## src/rtl/vga_sync_receiver.sv

```systemverilog
// rtl/vga_sync_receiver.sv - VGA sink: rebuilds pixel coordinates, measures line/frame timing, detects lock
module vga_sync_receiver #(
  parameter int H_ACTIVE    = 640,
  parameter int V_ACTIVE    = 480,
  parameter int H_TOTAL     = 800,
  parameter int V_TOTAL     = 525,
  parameter bit SYNC_POL    = 1'b0,
  parameter int LOCK_FRAMES = 2
) (
  input  logic        i_clk,
  input  logic        i_rst_n,
  input  logic        i_pix_en,
  input  logic        i_VGA_HS,
  input  logic        i_VGA_VS,
  input  logic        i_VGA_BLANK_N,
  input  logic [7:0]  i_VGA_R,
  input  logic [7:0]  i_VGA_G,
  input  logic [7:0]  i_VGA_B,
  output logic        o_pix_valid,
  output logic [10:0] o_x,
  output logic [10:0] o_y,
  output logic [7:0]  o_R,
  output logic [7:0]  o_G,
  output logic [7:0]  o_B,
  output logic        o_sof,
  output logic        o_locked,
  output logic [11:0] o_h_total,
  output logic [11:0] o_v_total,
  output logic        o_err
);

  localparam logic [11:0] H_ACT_W = 12'(H_ACTIVE);
  localparam logic [11:0] V_ACT_W = 12'(V_ACTIVE);
  localparam logic [11:0] H_TOT_W = 12'(H_TOTAL);
  localparam logic [11:0] V_TOT_W = 12'(V_TOTAL);
  localparam logic [3:0]  LOCK_W  = 4'(LOCK_FRAMES);
  localparam logic [11:0] SAT     = 12'hFFF;

  typedef enum logic [1:0] {SEARCH, ALIGN, LOCKED} state_t;

  state_t      state, state_nx;
  logic [3:0]  good_cnt, good_nx;
  logic        err_nx;

  logic        hs_s, hs_d, vs_s, vs_d, bl_s, bl_d;
  logic [7:0]  r_s, g_s, b_s;
  logic [11:0] h_cnt, line_cnt, x_cnt, y_cnt;
  logic        ovr_flag;

  logic        hs_lead, vs_lead, bl_rise, bl_fall;
  logic [11:0] h_meas, h_total_nx, line_meas, x_nx, y_nx;
  logic        overrun, h_bad, frame_ok;

  function automatic logic [11:0] sat_inc(input logic [11:0] v);
    return (v == SAT) ? v : v + 12'd1;
  endfunction

  // Stage 2 works on the held stage-1 sample against the one before it
  always_comb begin
    hs_lead    = (hs_s == SYNC_POL) && (hs_d != SYNC_POL);
    vs_lead    = (vs_s == SYNC_POL) && (vs_d != SYNC_POL);
    bl_rise    = bl_s && !bl_d;
    bl_fall    = !bl_s && bl_d;
    h_meas     = sat_inc(h_cnt);
    h_total_nx = hs_lead ? h_meas : o_h_total;
    line_meas  = hs_lead ? sat_inc(line_cnt) : line_cnt;
    x_nx       = bl_rise ? 12'd0 : (bl_s ? sat_inc(x_cnt) : x_cnt);
    y_nx       = vs_lead ? 12'd0 : (bl_fall ? sat_inc(y_cnt) : y_cnt);
    overrun    = bl_s && ((x_nx >= H_ACT_W) || (y_nx >= V_ACT_W));
    h_bad      = (h_total_nx != H_TOT_W) || (h_total_nx == SAT);
    frame_ok   = !h_bad && (line_meas == V_TOT_W) && (line_meas != SAT) &&
                 (y_cnt == V_ACT_W) && !ovr_flag && !overrun;
  end

  always_comb begin
    state_nx = state;
    good_nx  = good_cnt;
    err_nx   = o_err;
    case (state)
      SEARCH: begin
        if (vs_lead) begin
          state_nx = ALIGN;
          good_nx  = 4'd0;
        end
      end
      ALIGN: begin
        if (vs_lead) begin
          if (frame_ok) begin
            good_nx = good_cnt + 4'd1;
            if (good_cnt + 4'd1 == LOCK_W) state_nx = LOCKED;
          end else begin
            good_nx = 4'd0;
          end
        end
      end
      LOCKED: begin
        if ((hs_lead && h_bad) || overrun || (vs_lead && !frame_ok)) begin
          err_nx   = 1'b1;
          state_nx = SEARCH;
        end
      end
      default: state_nx = SEARCH;
    endcase
  end

  always_ff @(posedge i_clk) begin
    if (!i_rst_n) begin
      hs_s        <= ~SYNC_POL;
      hs_d        <= ~SYNC_POL;
      vs_s        <= ~SYNC_POL;
      vs_d        <= ~SYNC_POL;
      bl_s        <= 1'b0;
      bl_d        <= 1'b0;
      r_s         <= 8'd0;
      g_s         <= 8'd0;
      b_s         <= 8'd0;
      h_cnt       <= 12'd0;
      line_cnt    <= 12'd0;
      x_cnt       <= 12'd0;
      y_cnt       <= 12'd0;
      ovr_flag    <= 1'b0;
      state       <= SEARCH;
      good_cnt    <= 4'd0;
      o_err       <= 1'b0;
      o_h_total   <= 12'd0;
      o_v_total   <= 12'd0;
      o_pix_valid <= 1'b0;
      o_sof       <= 1'b0;
      o_x         <= 11'd0;
      o_y         <= 11'd0;
      o_R         <= 8'd0;
      o_G         <= 8'd0;
      o_B         <= 8'd0;
    end else if (i_pix_en) begin
      hs_s     <= i_VGA_HS;
      hs_d     <= hs_s;
      vs_s     <= i_VGA_VS;
      vs_d     <= vs_s;
      bl_s     <= i_VGA_BLANK_N;
      bl_d     <= bl_s;
      r_s      <= i_VGA_R;
      g_s      <= i_VGA_G;
      b_s      <= i_VGA_B;
      h_cnt    <= hs_lead ? 12'd0 : h_meas;
      line_cnt <= vs_lead ? 12'd0 : line_meas;
      x_cnt    <= x_nx;
      y_cnt    <= y_nx;
      ovr_flag <= vs_lead ? 1'b0 : (ovr_flag | overrun);
      if (hs_lead) o_h_total <= h_meas;
      if (vs_lead) o_v_total <= line_meas;
      state    <= state_nx;
      good_cnt <= good_nx;
      o_err    <= err_nx;
      // Validity follows the state the pixel arrived in, so an overrunning pixel is still reported
      o_pix_valid <= (state == LOCKED) && bl_s;
      o_sof       <= (state == LOCKED) && bl_s && (x_nx == 12'd0) && (y_nx == 12'd0);
      o_x         <= x_nx[10:0];
      o_y         <= y_nx[10:0];
      o_R         <= r_s;
      o_G         <= g_s;
      o_B         <= b_s;
    end
  end

  assign o_locked = (state == LOCKED);

endmodule

```

## config.mk

```make
export PLATFORM = sky130hd
export DESIGN_NAME = vga_sync_receiver
export DESIGN_NICKNAME = d
export VERILOG_FILES = /design/src/rtl/vga_sync_receiver.sv
export SDC_FILE = /design/constraint.sdc
export NUM_CORES = 1
export LEC_CHECK = 0
export ABC_CLOCK_PERIOD_IN_PS = 9190
export BUFFER_PORTS_ARGS = -buffer_cell sky130_fd_sc_hd__buf_4
export CAP_MARGIN = 30
export CORE_MARGIN = 2
export CORE_UTILIZATION = 55
export CTS_CLUSTER_SIZE = 12
export DETAILED_ROUTE_END_ITERATION = 8
export PLACE_DENSITY = 0.83
export SETUP_SLACK_MARGIN = 0.02
export SYNTH_ARGS = -nofsm -noshare
export SYNTH_HDL_FRONTEND = slang
export SYNTH_SLANG_ARGS = --single-unit
```

## constraint.sdc

```tcl
create_clock -name i_clk -period 9.19 [get_ports i_clk]
set_clock_uncertainty 0.05 [all_clocks]
set_input_delay 1.3785 -clock i_clk [delete_from_list [all_inputs] [get_ports i_clk]]
set_output_delay 1.3785 -clock i_clk [all_outputs]
set_load 0.02 [all_outputs]
```

# ---- Word level (Yosys, flattened, before mapping)
# Index checks and enable logic that the tools add are counted.
dict set report word_totals {
  reg_bits 158
  in_bits 30
  output_inout_bits 74
  elab_cells 109
}
dict set report classes {
  addsub 5
  order_cmp 2
  eq_ne 17
  n_mux 23
  bitwise 3
  n_reduce_logical 33
}
# cell count
set op_table {}
lappend op_table {{two-way mux 12 bit} 12}
lappend op_table {{equality test 12 bit, second input constant} 5}
lappend op_table {{adder 12 x 1 -> 12 bit, second input constant} 4}
lappend op_table {{logical NOT 12 bit} 2}
lappend op_table {{logical AND 1 bit} 15}
lappend op_table {{equality test 12 x 10 -> 1 bit, second input constant} 1}
lappend op_table {{equality test 12 x 9 -> 1 bit, second input constant} 1}
lappend op_table {{greater-or-equal comparator 12 x 10 -> 1 bit, second input constant} 1}
lappend op_table {{greater-or-equal comparator 12 x 9 -> 1 bit, second input constant} 1}
lappend op_table {{two-way mux 4 bit} 3}
lappend op_table {{inequality test 12 x 10 -> 1 bit, second input constant} 1}
lappend op_table {{inequality test 12 bit, second input constant} 1}
lappend op_table {{two-way mux 2 bit} 5}
lappend op_table {{inequality test 2 bit, second input constant} 4}
lappend op_table {{one-hot mux 4 bit (2 select lines)} 1}
lappend op_table {{logical NOT 1 bit} 6}
lappend op_table {{one-hot mux 2 bit (3 select lines)} 1}
lappend op_table {{AND reduction 6 bit} 1}
lappend op_table {{adder 4 x 1 -> 4 bit, second input constant} 1}
lappend op_table {{equality test 4 x 2 -> 1 bit, second input constant} 1}
lappend op_table {{logical OR 1 bit} 4}
lappend op_table {{AND reduction 4 bit} 1}
lappend op_table {{AND reduction 3 bit} 1}
lappend op_table {{equality test 2 x 1 -> 1 bit, second input constant} 1}
lappend op_table {{other kinds (8)} 9}

# ---- Longest topological paths before layout
# Gate-level depths: netlist of run 1.
dict set report logic_depth {
  word_depth 16
  depth_mapped 11
}

# ---- Worst setup path after synthesis of run 1
# OpenSTA, ideal clock, no wires.
dict set report synth_path {
  path_kind {register to register}
  from {reg h_cnt[1]}
  to {reg good_cnt[3]}
  setup_ps 74
  arrival_ps 3237
  slack_ps 5828
  path_stages_with_launch 10
  period_less_slack_ps 3362
  cell_sequence {dfxtp_1 -> ha_1 -> nand3_1 -> nor4_1 -> mux2i_1 -> o22ai_1 -> nand4b_1 -> or4_4 -> or4_1 -> a31oi_1}
}
dict set report synth_via {
  elab_chain_cells 14
  elab_cells_between_ends 16
}
# item line_no
set synth_lines {}
lappend synth_lines {{start: declaration} 47} ;# logic [11:0] h_cnt, line_cnt, x_cnt, y_cnt;
lappend synth_lines {{start signal: assignment} 144} ;# h_cnt <= hs_lead ? 12'd0 : h_meas;
lappend synth_lines {{adder 12 x 1 -> 12 bit / equality test 12 bit (equally long branches)} 55} ;# return (v == SAT) ? v : v + 12'd1;
lappend synth_lines {{two-way mux 12 bit *} 55}
lappend synth_lines {{two-way mux 12 bit *} -}
lappend synth_lines {{inequality test 12 x 10 -> 1 bit / equality test 12 bit (equally long branches)} 70} ;# h_bad = (h_total_nx != H_TOT_W) || (h_total_nx == SAT);
lappend synth_lines {{logical OR 1 bit *} 70}
lappend synth_lines {{logical NOT 1 bit *} 71} ;# frame_ok = !h_bad && (line_meas == V_TOT_W) && (line_meas != SAT) &&
lappend synth_lines {{logical AND 1 bit * (3 in series)} 71}
lappend synth_lines {{logical AND 1 bit * (2 in series)} 72} ;# (y_cnt == V_ACT_W) && !ovr_flag && !overrun;
lappend synth_lines {{two-way mux 4 bit *} 88} ;# if (frame_ok) begin
lappend synth_lines {{two-way mux 4 bit *} 87} ;# if (vs_lead) begin
lappend synth_lines {{one-hot mux 4 bit (2 select lines) *} 79} ;# case (state)
lappend synth_lines {{end signal: assignment} 152} ;# good_cnt <= good_nx;
lappend synth_lines {{end: declaration} 42} ;# logic [3:0] good_cnt, good_nx;
# Mark *: on every way between the ends. The rest lies on a longest branch, timed or not. The select of a mux whose other input is x is not followed.
# A chain may end at the register's enable or synchronous reset.

# ---- Worst setup path after layout of run 1
dict set report layout_path {
  from {reg h_cnt[0]}
  to {reg good_cnt[3]}
}
# The elaborated chain is that of the path after synthesis.

==> impl_metrics.sql, run 1 <==
INSERT INTO impl_metrics (metric_group, metric, value, unit) VALUES
('run_status', 'run_status', 'finished, final reports clean', ''),
('yosys', 'synth_edf_count', '0', ''),
('sta', 'relSlewSlack', '44.5', '%'),
('yosys', 'post_synth_instance_area', '7060', 'sq um'),
('worst_hold_path', 'holdPathEnd', 'o_v_total[6]', ''),
('clock_tree', 'cts-htree-levels', '4', ''),
('floorplanning', 'fp-row-count', '41', ''),
('floorplanning', 'die_area', '13800', 'sq um'),
('sta', 'finalWorstPathRequiredPeriod', '4090', 'ps'),
('yosys', 'synthFlopType', 'sky130_fd_sc_hd__dfxtp_1', ''),
('clock_tree', 'clock_sinks', '136', ''),
('placement', 'routability_driven_placement_congestion_ratio', '0.927', ''),
('worst_hold_path', 'worstHoldPathCells', '2', ''),
('sta', 'setup_viol', '0', ''),
('clock_tree', 'clk_root_buf', 'sky130_fd_sc_hd__clkbuf_16', ''),
('placement', 'hpwl', '11400', 'um'),
('global_route', 'grt_start_max_net_pins', '72', ''),
('run', 'max-cap-violations', '0', ''),
('final_layout', 'finish.net_count', '953', ''),
('sta', 'final.hold.worst_slack', '406', 'ps'),
('sta', 'setup_slack', '5100', 'ps'),
('yosys', 'postSynthCellCount', '875', ''),
('critical_path', 'cp_data_arrival_time', '4370', 'ps'),
('drt', 'num_vias', '6419', ''),
('critical_path', 'crit_path_start_kind', 'flip-flop', ''),
('yosys', 'postSynth.asyncResetShare', '0', '%'),
('final_layout', 'n_antenna_cell', '0', ''),
('critical_path', 'worst_r2r_path_depth', '9', ''),
('yosys', 'ys.warnings.count', '0', ''),
('critical_path', 'reg2reg_slack', '5100', 'ps'),
('drt', 'via_per_inst', '5.84', ''),
('worst_hold_path', 'timing.hold.worst.class', 'flip-flop to flip-flop', ''),
('critical_path', 'path_class', 'flip-flop to flip-flop', ''),
('clock_tree', 'cts-buffers-inserted', '17', ''),
('floorplanning', 'fp.coreArea', '12600', 'sq um'),
('sta', 'achievable-frequency', '245', 'MHz'),
('placement', 'post_dp_cell_area', '7660', 'sq um'),
('final_layout', 'areaGrowthSynthToFinish', '17.5', '%'),
('critical_path', 'timing.rr.start', 'h_cnt[0]', ''),
('floorplanning', 'initial_utilization', '56.2', '%'),
('final_layout', 'finish.instance_area', '8300', 'sq um'),
('critical_path', 'timing.critical_path.fanout_max', '19', ''),
('placement', 'placed_cells', '1068', ''),
('sta', 'final-hold-violation-count', '0', ''),
('global_route', 'grt_antenna_before_repair', '0', ''),
('floorplanning', 'dieWidth', '117', 'um'),
('floorplanning', 'die-height', '117', 'um'),
('sta', 'finalSetupTns', '0', 'ps'),
('critical_path', 'worstReg2RegEnd', 'good_cnt[3]', ''),
('yosys', 'ys_types', '65', ''),
('sta', 'timing.final.max_slew_violations', '0', ''),
('critical_path', 'critPathRequiredTime', '9470', 'ps'),
('clock_tree', 'cts_resized', '0', ''),
('global_route', 'first_global_vias', '5989', ''),
('drt', 'drt_drc_violations_left', '0', ''),
('yosys', 'syn-num-nets', '912', ''),
('drt', 'drtPass1Iterations', '6', ''),
('floorplanning', 'ios', '104', ''),
('worst_hold_path', 'holdCritStartpoint', 'o_v_total[6]', ''),
('clock_tree', 'count_of_buffers_added_by_post_cts_timing_repair_for_setup', '0', ''),
('pwr', 'vdd_ir_drop_max', '0.000156', 'V'),
('yosys', 'syn_area_per_cell', '8.07', 'sq um'),
('drt', 'wirelength', '17200', 'um'),
('clock_tree', 'post_cts_hold_fix_bufs', '0', ''),
('sta', 'unrepaired_setup_endpoints_after_global_routing', 'no', ''),
('pwr', 'cellPowerDensity', '175', 'nW/um^2'),
('placement', 'place.port_buffers', '103', ''),
('global_route', 'wire_length_of_the_first_global_routing_pass', '28700', 'um'),
('clock_tree', 'insertion_delay', '420', 'ps'),
('pwr', 'leakage', '3.29', 'nW'),
('clock_tree', 'path_clk_slew', '60', 'ps');
## layer usage
layer	global-route usage, %	up-vias	share of wire (%)
met5	0	-	0
met4	9.56	0	1.7
met3	7.78	31	7.4
met2	39.0	219	46
met1	32.6	2989	45
li1	-	3180	-
## sequential cells by signal, indices dropped and copies added (netlist names), 10 cells and up
register	count
o_v_total	12
o_h_total	12
o_x	10
line_cnt	12
o_y	10
h_cnt	12
## layout by cell type, fill, tap and decap left out, types with 18 or more instances in the layout
cell and count:
sky130_fd_sc_hd__nor3_1 21, sky130_fd_sc_hd__o21ai_0 33, sky130_fd_sc_hd__buf_4 107, sky130_fd_sc_hd__nand3_1 27, sky130_fd_sc_hd__nand4_1 18, sky130_fd_sc_hd__nand2_1 80
sky130_fd_sc_hd__a21oi_1 58, sky130_fd_sc_hd__mux2i_1 66, sky130_fd_sc_hd__dfxtp_1 136, sky130_fd_sc_hd__nor2_1 132
## cells in the mapped netlist (all sizes together) (11+ instances only)
library cell	n	area, sq um
o21ai	34	170
nor4	14	87.6
dfxtp	136	2720
a21oi	58	290
clkbuf	51	193
xor2	12	105
a31oi	14	87.6
nand2	81	307
and3	11	68.8
inv	12	45.0
nand4	18	113
and2	11	68.8
a211oi	15	113
nand3	28	145
xnor2	11	96.3
nor3	21	105
buf	35	226
nor2	132	495
mux2i	66	661
## worst max-delay path by stage
| stage | depth (start not counted) | startpoint | endpoint | slack [ps] |
|---|---|---|---|---|
| 3_3_place_gp | 9 | h_cnt[0] | good_cnt[3] | 5400 |
| 6_report | 9 | h_cnt[0] | good_cnt[3] | 5100 |
| 5_1_grt | 9 | h_cnt[0] | good_cnt[3] | 4820 |
| 2_1_floorplan | 9 | h_cnt[1] | good_cnt[3] | 5830 |
| 4_1_cts | 9 | h_cnt[0] | good_cnt[3] | 5180 |
| 3_5_place_dp | 9 | h_cnt[0] | good_cnt[3] | 5230 |
## power breakdown
| part | internal, mW | leakage (nW) | switching [mW] | total [mW] |
|---|---|---|---|---|
| registers | 0.605 | 1.10 | 0.0121 | 0.617 |
| clock network | 0.467 | 0.294 | 0.258 | 0.724 |
| logic | 0.0441 | 1.90 | 0.0649 | 0.109 |
## stage by stage
stage | utilization [%] | total power, mW
after floorplan | - | 0.702
after global placement | 61.0 | 0.736
after detailed placement | 61.0 | 0.738
after CTS | 66.0 | 1.46
after global routing | 66.0 | 1.50
final | 66.0 | 1.45
## critical path, cell delays in order, from the launching register on
cell,delay (ps)
sky130_fd_sc_hd__dfxtp_1,480
sky130_fd_sc_hd__ha_1,310
sky130_fd_sc_hd__and3_1,310
sky130_fd_sc_hd__nand4_1,700
sky130_fd_sc_hd__a311oi_1,600
sky130_fd_sc_hd__o22ai_1,140
sky130_fd_sc_hd__nand4b_1,250
sky130_fd_sc_hd__or4_4,590
sky130_fd_sc_hd__or4_1,400
sky130_fd_sc_hd__a31oi_1,170
## cell families after synthesis
| group | Yosys count | share of synthesized area (%) |
|---|---|---|
| multiplexers | 68 | 9.67 |
| AO/OA/AOI/OAI | 177 | 16.2 |
| AND/OR/NAND/NOR | 365 | 24.9 |
| flip-flops | 136 | 38.5 |
| buffers and inverters | 99 | 6.62 |
| adder cells (fa/ha/maj) | 7 | 1.24 |
| XOR/XNOR | 23 | 2.85 |
## final cells by class
cell class                 count  area (sq um)
clock buffer                  20           457
clock inverter                11           173
fill                        1064          4270
inverter                      13          50.0
multi-input combinational    640          3870
sequential                   136          2720
tap                          172           215
timing repair buffer         108           808
(Power assumes the default switching activity.)
==> run 2, diff against run 1 <==
- ABC_AREA: unset -> 1
- ABC_CLOCK_PERIOD_IN_PS: 9190 -> 3700
- CORE_UTILIZATION: 55 -> 52
- clock period: 9.19 -> 3.7 ns (I/O delays scaled with it)
==> run 2 against run 1 <==
Net effect:
- register-to-register slack got worse by 4000 ps
- largest cell class unchanged
- cell count up 19%
- utilization decreased by 3.5 points
- critical path depth grew 9
- die area is 4.7% higher
- sequential cell count is the same
- routed wire length is 2.1% lower
- setup slack worse by 4000 ps
- fmax increased by 56%
==> impl_metrics.sql, run 2 <==
INSERT INTO impl_metrics (metric_group, metric, value, unit) VALUES
('clock_tree', 'post_cts_hold_fix_bufs', '0', ''),
('sta', 'finalWorstPathRequiredPeriod', '2620', 'ps'),
('pwr', 'power.share.switching', '27.5', '%'),
('clock_tree', 'count_of_buffers_added_by_post_cts_timing_repair_for_setup', '0', ''),
('sta', 'final-hold-violation-count', '0', ''),
('global_route', 'grt.overflow.total', '0', ''),
('yosys', 'most_common_cell_in_the_synthesized_netlist', 'sky130_fd_sc_hd__nand2_1', ''),
('run', 'max-cap-violations', '0', ''),
('drt', 'wl_per_cell', '12.9', 'um'),
('yosys', 'synthDominantCellAreaShare', '38.9', '%'),
('placement', 'hpwl', '11400', 'um'),
('clock_tree', 'path_clk_slew', '60', 'ps'),
('critical_path', 'cp_common_cell', 'sky130_fd_sc_hd__nand2_1', ''),
('clock_tree', 'insertion_delay', '420', 'ps'),
('floorplanning', 'dieWidth', '120', 'um'),
('sta', 'finalSetupTns', '0', 'ps'),
('pwr', 'power.total', '3.69', 'mW'),
('global_route', 'first_global_vias', '6087', ''),
('clock_tree', 'ctsLongestPathBuffers', '2', ''),
('yosys', 'ys_seq_area_share', '38.9', '%'),
('pwr', 'seq_power_share', '43.8', '%'),
('final_layout', 'finish.net_count', '1156', ''),
('final_layout', 'final_cell_mix', '228 x sky130_fd_sc_hd__nand2_1, 170 x sky130_fd_sc_hd__nor2_1, 136 x sky130_fd_sc_hd__dfxtp_1', ''),
('yosys', 'ys_types', '39', ''),
('critical_path', 'critical_path.slowest_cell', 'sky130_fd_sc_hd__dfxtp_1', ''),
('global_route', 'grt_util_all_layers', '24.0', '%'),
('critical_path', 'critPathRequiredTime', '3960', 'ps'),
('final_layout', 'nFillCells', '1221', ''),
('global_route', 'wire_length_of_the_first_global_routing_pass', '28300', 'um'),
('yosys', 'synthFlopType', 'sky130_fd_sc_hd__dfxtp_1', ''),
('yosys', 'syn-num-nets', '1097', ''),
('drt', 'drtPass1Iterations', '5', ''),
('floorplanning', 'die_area', '14400', 'sq um'),
('critical_path', 'critical-path-top-delay-family', 'simple AND/OR/NAND/NOR gates', ''),
('floorplanning', 'die-height', '120', 'um'),
('critical_path', 'cp_data_arrival_time', '2890', 'ps'),
('clock_tree', 'cts-buffers-inserted', '17', ''),
('yosys', 'synth.cells.most_frequent', '228 x sky130_fd_sc_hd__nand2_1, 171 x sky130_fd_sc_hd__nor2_1, 136 x sky130_fd_sc_hd__dfxtp_1', ''),
('run_status', 'run_status', 'finished, final reports clean', ''),
('critical_path', 'worst_path_largest_cell_delay', '400', 'ps'),
('critical_path', 'crit_chain', 'ha_1 -> nand2_2 -> nor2_8 -> nand3_4 -> nand2_2 -> nand3_1 -> nand2_1 -> nand3_1 -> nor2_1 -> nand2_1 -> nor2_2 -> nand3_2 -> nand2_1 -> nand3_1 -> nand2_1 -> nand3_1 -> nand2_1 -> inv_1', ''),
('placement', 'post_dp_cell_area', '7700', 'sq um'),
('sta', 'post-route-period-util', '70.9', '%'),
('yosys', 'synthTopCellsByArea', 'sky130_fd_sc_hd__dfxtp_1 39%, sky130_fd_sc_hd__nand2_1 12%, sky130_fd_sc_hd__nor2_1 9.2%', ''),
('critical_path', 'setup.worst_path.end_class', 'flip-flop', ''),
('critical_path', 'buf_inv_stages_crit_path', '1', ''),
('pwr', 'power.switching', '1.01', 'mW'),
('drt', 'num_vias', '6887', ''),
('final_layout', 'drive_gt1_share', '15.2', '%'),
('drt', 'drtAntennaViolNets', '0', ''),
('final_layout', 'finish.instance_area', '8240', 'sq um'),
('yosys', 'synth_edf_count', '0', ''),
('final_layout', 'final_common_cell', 'sky130_fd_sc_hd__nand2_1', ''),
('global_route', 'grt_start_max_net_pins', '102', ''),
('critical_path', 'timing.critical_path.fanout_max', '15', ''),
('clock_tree', 'clk_root_buf', 'sky130_fd_sc_hd__clkbuf_16', ''),
('placement', 'place.port_buffers', '103', ''),
('yosys', 'postSynthCellCount', '1060', ''),
('clock_tree', 'cts-htree-levels', '4', ''),
('yosys', 'post_synth_instance_area', '7010', 'sq um'),
('critical_path', 'crit_path_start_kind', 'flip-flop', ''),
('clock_tree', 'clock_tree_from_tritoncts', 'yes', ''),
('clock_tree', 'cts_resized', '0', ''),
('yosys', 'syn_area_per_cell', '6.61', 'sq um'),
('critical_path', 'path_class', 'flip-flop to flip-flop', ''),
('pwr', 'comb_power_share', '13.8', '%'),
('yosys', 'synth.ff_latch_count', '136', ''),
('worst_hold_path', 'timing.hold.worst.class', 'input pin to flip-flop', ''),
('sta', 'achievable-frequency', '381', 'MHz'),
('final_layout', 'areaGrowthSynthToFinish', '17.7', '%'),
('drt', 'wirelength', '16900', 'um'),
('final_layout', 'n_antenna_cell', '0', ''),
('drt', 'detailedRoute.firstIterationViolations', '510', ''),
('yosys', 'postSynth.asyncResetShare', '0', '%'),
('clock_tree', 'clock_sinks', '136', ''),
('global_route', 'grt_antenna_before_repair', '0', ''),
('drt', 'via_per_inst', '5.27', ''),
('yosys', 'synth.largest_area_cell', 'sky130_fd_sc_hd__dfxtp_1', ''),
('yosys', 'ys.warnings.count', '0', ''),
('drt', 'drt_drc_violations_left', '0', ''),
('placement', 'routability_driven_placement_congestion_ratio', '0.906', ''),
('pwr', 'leakage', '3.64', 'nW'),
('floorplanning', 'fp.coreArea', '13200', 'sq um'),
('pwr', 'power_frac_clock', '42.4', '%'),
('pwr', 'vdd_ir_drop_max', '0.000306', 'V'),
('floorplanning', 'initial_utilization', '53.1', '%'),
('floorplanning', 'fp-row-count', '42', ''),
('sta', 'worst_margin_pin_slew', '841', 'ps'),
('floorplanning', 'ios', '104', ''),
('pwr', 'cellPowerDensity', '447', 'nW/um^2'),
('sta', 'setup_viol', '0', ''),
('pwr', 'internal_power', '2.67', 'mW'),
('sta', 'unrepaired_setup_endpoints_after_global_routing', 'no', ''),
('sta', 'timing.final.max_slew_violations', '0', ''),
('sta', 'relSlewSlack', '43.7', '%'),
('sta', 'final.hold.worst_slack', '291', 'ps');
run 2: changes by cell type after synthesis, sizes merged, moves of 19 or more:
| cell | previous run | this run |
|---|---|---|
| a21oi | 58 | 77 |
| inv | 12 | 85 |
| mux2i | 66 | 0 |
| nand2 | 81 | 233 |
| nand3 | 28 | 90 |
| nor2 | 132 | 178 |
| o21ai | 34 | 113 |
run 2: worst paths after layout:
kind	startpoint	to	slack, ps	depth (start not counted)
worst max-delay path	h_cnt[0]	state[1]	1080	18
worst min-delay path	i_VGA_HS	hs_s	290	3
worst max register to register	h_cnt[0]	state[1]	1080	18
worst min register to register	vs_d	vs_d	410	2
run 2: worst register-to-register path: cells and delay by family, from the launching register on:
family                   cells  cell delay (ps)
AND/OR/NAND/NOR             16             1730
flip-flops                   1              400
adder cells (fa/ha/maj)      1              300
buffers and inverters        1               50
run 2: power by group through the flow:
stage / Clock (mW) / Sequential (mW) / Combinational [mW]
detailed placement: 0 / 1.64 / 0.505
global route: 1.66 / 1.63 / 0.566
global placement: 0 / 1.64 / 0.500
CTS: 1.59 / 1.61 / 0.509
finish: 1.56 / 1.62 / 0.508
floorplan: 0 / 1.67 / 0.324
run 2: cell type report:
cell class | instances | area (sq um) | area share, %
clock buffers | 19 | 443 | 5.37
clock inverters | 11 | 104 | 1.26
inverters | 86 | 323 | 3.92
multi-input cells | 768 | 3610 | 43.7
flip-flops and latches | 136 | 2720 | 33.0
well taps | 176 | 220 | 2.67
repair buffers | 110 | 826 | 10.0
run 2: kinds of logic after synthesis:
kind of cell / Yosys count / synth area share (%)
simple gates: 541 / 33.3
compound gates: 210 / 15.7
buf+inv: 156 / 9.71
flops: 136 / 38.9
xor+xnor: 10 / 1.25
fa+ha+maj: 7 / 1.25
run 2: metrics by stage:
step                      util, %  std cells  setup WS, ps
after floorplan                 -       1060          1470
after detailed placement     58.4       1276          1050
after global placement       58.4       1276          1080
after global routing         62.5       1306           749
final                        62.5       1306          1080
after CTS                    62.5       1306          1080
run 2: metal layers:
metal	share of wire, %	global-route usage, %	wire length [um]
met5	0	0	0
met4	2.0	8.09	330
met3	5.6	5.80	947
met2	48	39.5	8070
met1	44	30.8	7500
==> run 3, diff against run 2 <==
- ABC_CLOCK_PERIOD_IN_PS: 3700 -> 2400
- clock period: 3.7 -> 2.4 ns (I/O delays scaled with it)
==> run 3 against run 2 <==
Net effect:
- power is 60% higher
- largest cell class unchanged
- combinational power is 80% higher
- via count is 8.2% higher
- sequential share of layout area is 2.3 points lower
- largest power group is now the clock network
- critical endpoint is now state[0]
- worst hold slack worse by 200 ps
==> impl_metrics.sql, run 3 (same netlist as run 2, synthesis figures left out) <==
INSERT INTO impl_metrics (metric_group, metric, value, unit) VALUES
('pwr', 'leakage', '3.95', 'nW'),
('clock_tree', 'insertion_delay', '430', 'ps'),
('sta', 'worst_margin_pin_slew', '896', 'ps'),
('run_status', 'run_status', 'finished, final reports clean', ''),
('clock_tree', 'cts-htree-levels', '4', ''),
('final_layout', 'final_common_cell', 'sky130_fd_sc_hd__nand2_1', ''),
('final_layout', 'final_core_util', '67.7', '%'),
('critical_path', 'timing.critical_path.fanout_max', '4', ''),
('critical_path', 'critPathRequiredTime', '2670', 'ps'),
('floorplanning', 'initial_utilization', '53.1', '%'),
('run', 'max-cap-violations', '0', ''),
('clock_tree', 'path_clk_slew', '60', 'ps'),
('sta', 'final-hold-violation-count', '0', ''),
('critical_path', 'setup.worst_path.end_class', 'flip-flop', ''),
('sta', 'finalSetupTns', '0', 'ps'),
('global_route', 'grt_antenna_before_repair', '0', ''),
('drt', 'drtAntennaViolNets', '0', ''),
('final_layout', 'n_antenna_cell', '0', ''),
('global_route', 'grt_util_all_layers', '26.1', '%'),
('sta', 'relSlewSlack', '40.0', '%'),
('clock_tree', 'ctsLongestPathBuffers', '2', ''),
('placement', 'hpwl', '12400', 'um'),
('floorplanning', 'fp-row-count', '42', ''),
('sta', 'finalWorstPathRequiredPeriod', '2380', 'ps'),
('sta', 'unrepaired_setup_endpoints_after_global_routing', 'yes', ''),
('drt', 'detailedRoute.firstIterationViolations', '628', ''),
('floorplanning', 'die_area', '14400', 'sq um'),
('sta', 'achievable-frequency', '421', 'MHz'),
('clock_tree', 'clk_root_buf', 'sky130_fd_sc_hd__clkbuf_16', ''),
('final_layout', 'finish.net_count', '1206', ''),
('floorplanning', 'ios', '104', ''),
('floorplanning', 'die-height', '120', 'um'),
('drt', 'drtPass1Iterations', '5', ''),
('clock_tree', 'clock_tree_from_tritoncts', 'yes', ''),
('pwr', 'vdd_ir_drop_max', '0.000460', 'V'),
('final_layout', 'finish.instance_area', '8930', 'sq um'),
('clock_tree', 'clock_sinks', '136', ''),
('global_route', 'grt.overflow.total', '0', ''),
('sta', 'setup_slack', '24.9', 'ps'),
('clock_tree', 'cts-buffers-inserted', '17', ''),
('sta', 'setup_viol', '0', ''),
('final_layout', 'areaGrowthSynthToFinish', '27.4', '%'),
('drt', 'wl_per_cell', '14.3', 'um'),
('critical_path', 'crit_path_start_kind', 'flip-flop', ''),
('global_route', 'wire_length_of_the_first_global_routing_pass', '30800', 'um'),
('global_route', 'grt_start_max_net_pins', '100', ''),
('clock_tree', 'post_cts_hold_fix_bufs', '0', ''),
('final_layout', 'final_cell_mix', '210 x sky130_fd_sc_hd__nand2_1, 161 x sky130_fd_sc_hd__nor2_1, 156 x sky130_fd_sc_hd__buf_4', ''),
('final_layout', 'drive_gt1_share', '24.0', '%'),
('sta', 'timing.final.max_slew_violations', '0', ''),
('drt', 'via_per_inst', '5.49', ''),
('placement', 'post_dp_cell_area', '8010', 'sq um'),
('critical_path', 'cp_data_arrival_time', '2650', 'ps'),
('placement', 'dpl_worst_slack', '-9.06', 'ps'),
('global_route', 'first_global_vias', '6765', ''),
('critical_path', 'path_class', 'flip-flop to flip-flop', ''),
('floorplanning', 'fp.coreArea', '13200', 'sq um'),
('drt', 'num_vias', '7450', ''),
('pwr', 'cellPowerDensity', '661', 'nW/um^2'),
('placement', 'routability_driven_placement_congestion_ratio', '0.950', ''),
('floorplanning', 'dieWidth', '120', 'um'),
('placement', 'place.port_buffers', '103', ''),
('drt', 'wirelength', '19400', 'um'),
('drt', 'drt_drc_violations_left', '0', ''),
('pwr', 'power.total', '5.91', 'mW'),
('sta', 'post-route-period-util', '99.0', '%'),
('worst_hold_path', 'timing.hold.worst.class', 'input pin to flip-flop', '');
-- run 3: repair_timing --
item / 4_1_cts / 5_1_grt
gates resized for setup: 6 / 69
buffers inserted: 7 / 6
gates cloned: 1 / 0
pin swaps: 10 / 27
endpoints found under the setup margin: 4 / 8
-- run 3: power breakdown --
group	internal [mW]	switching, mW
clock	1.44	1.07
combinational	0.358	0.556
sequential	2.38	0.0948
-- run 3: layer usage --
metal  vias up  routed length [um]  share of wire [%]  global-route usage, %
li1       3664                   -                  -                      -
met1      3452                8100                 42                   32.1
met2       292                9710                 50                   44.3
met3        42                1190                6.1                   4.90
met4         0                 425                2.2                   11.4
met5         -                   0                  0                      0
-- run 3: cell type report --
| cell class | count | area, sq um |
|---|---|---|
| Sequential cell | 136 | 2740 |
| Tap cell | 176 | 220 |
| Fill cell | 1067 | 4260 |
| Clock buffer | 17 | 425 |
| Multi-Input combinational cell | 769 | 3850 |
| Timing Repair Buffer | 159 | 1230 |
| Inverter | 86 | 323 |
| Clock inverter | 15 | 144 |
-- run 3: final timing paths --
kind | slack, ps | depth (start not counted) | to | startpoint
worst max-delay path | 20 | 18 | state[0] | line_cnt[0]
worst min-delay path | 90 | 3 | hs_s | i_VGA_HS
worst max register to register | 20 | 18 | state[0] | line_cnt[0]
worst min register to register | 420 | 2 | vs_d | vs_d
-- run 3: metrics by stage --
step,hold slack (ps),cells
2_1_floorplan,387,1060
3_3_place_gp,398,1312
3_5_place_dp,409,1312
4_1_cts,73.8,1352
5_1_grt,98.7,1358
6_report,88.8,1358
-- run 3: worst max-delay path, stage by stage, from the launching register on --
cell                       delay [ps]
sky130_fd_sc_hd__dfxtp_2          340
sky130_fd_sc_hd__ha_4             170
sky130_fd_sc_hd__nand2_4           80
sky130_fd_sc_hd__nor2_4            40
sky130_fd_sc_hd__nand2_2          110
sky130_fd_sc_hd__inv_2             50
sky130_fd_sc_hd__nand3_2           80
sky130_fd_sc_hd__buf_4            130
sky130_fd_sc_hd__nand3_1          110
sky130_fd_sc_hd__nand2_2          110
sky130_fd_sc_hd__nand2_1           60
sky130_fd_sc_hd__nor2_1           170
sky130_fd_sc_hd__nand3_2          120
sky130_fd_sc_hd__nor2_4           130
sky130_fd_sc_hd__nand3_4          110
sky130_fd_sc_hd__nand2_2          110
sky130_fd_sc_hd__nand3_2           70
sky130_fd_sc_hd__o21bai_1         160
sky130_fd_sc_hd__inv_1             60
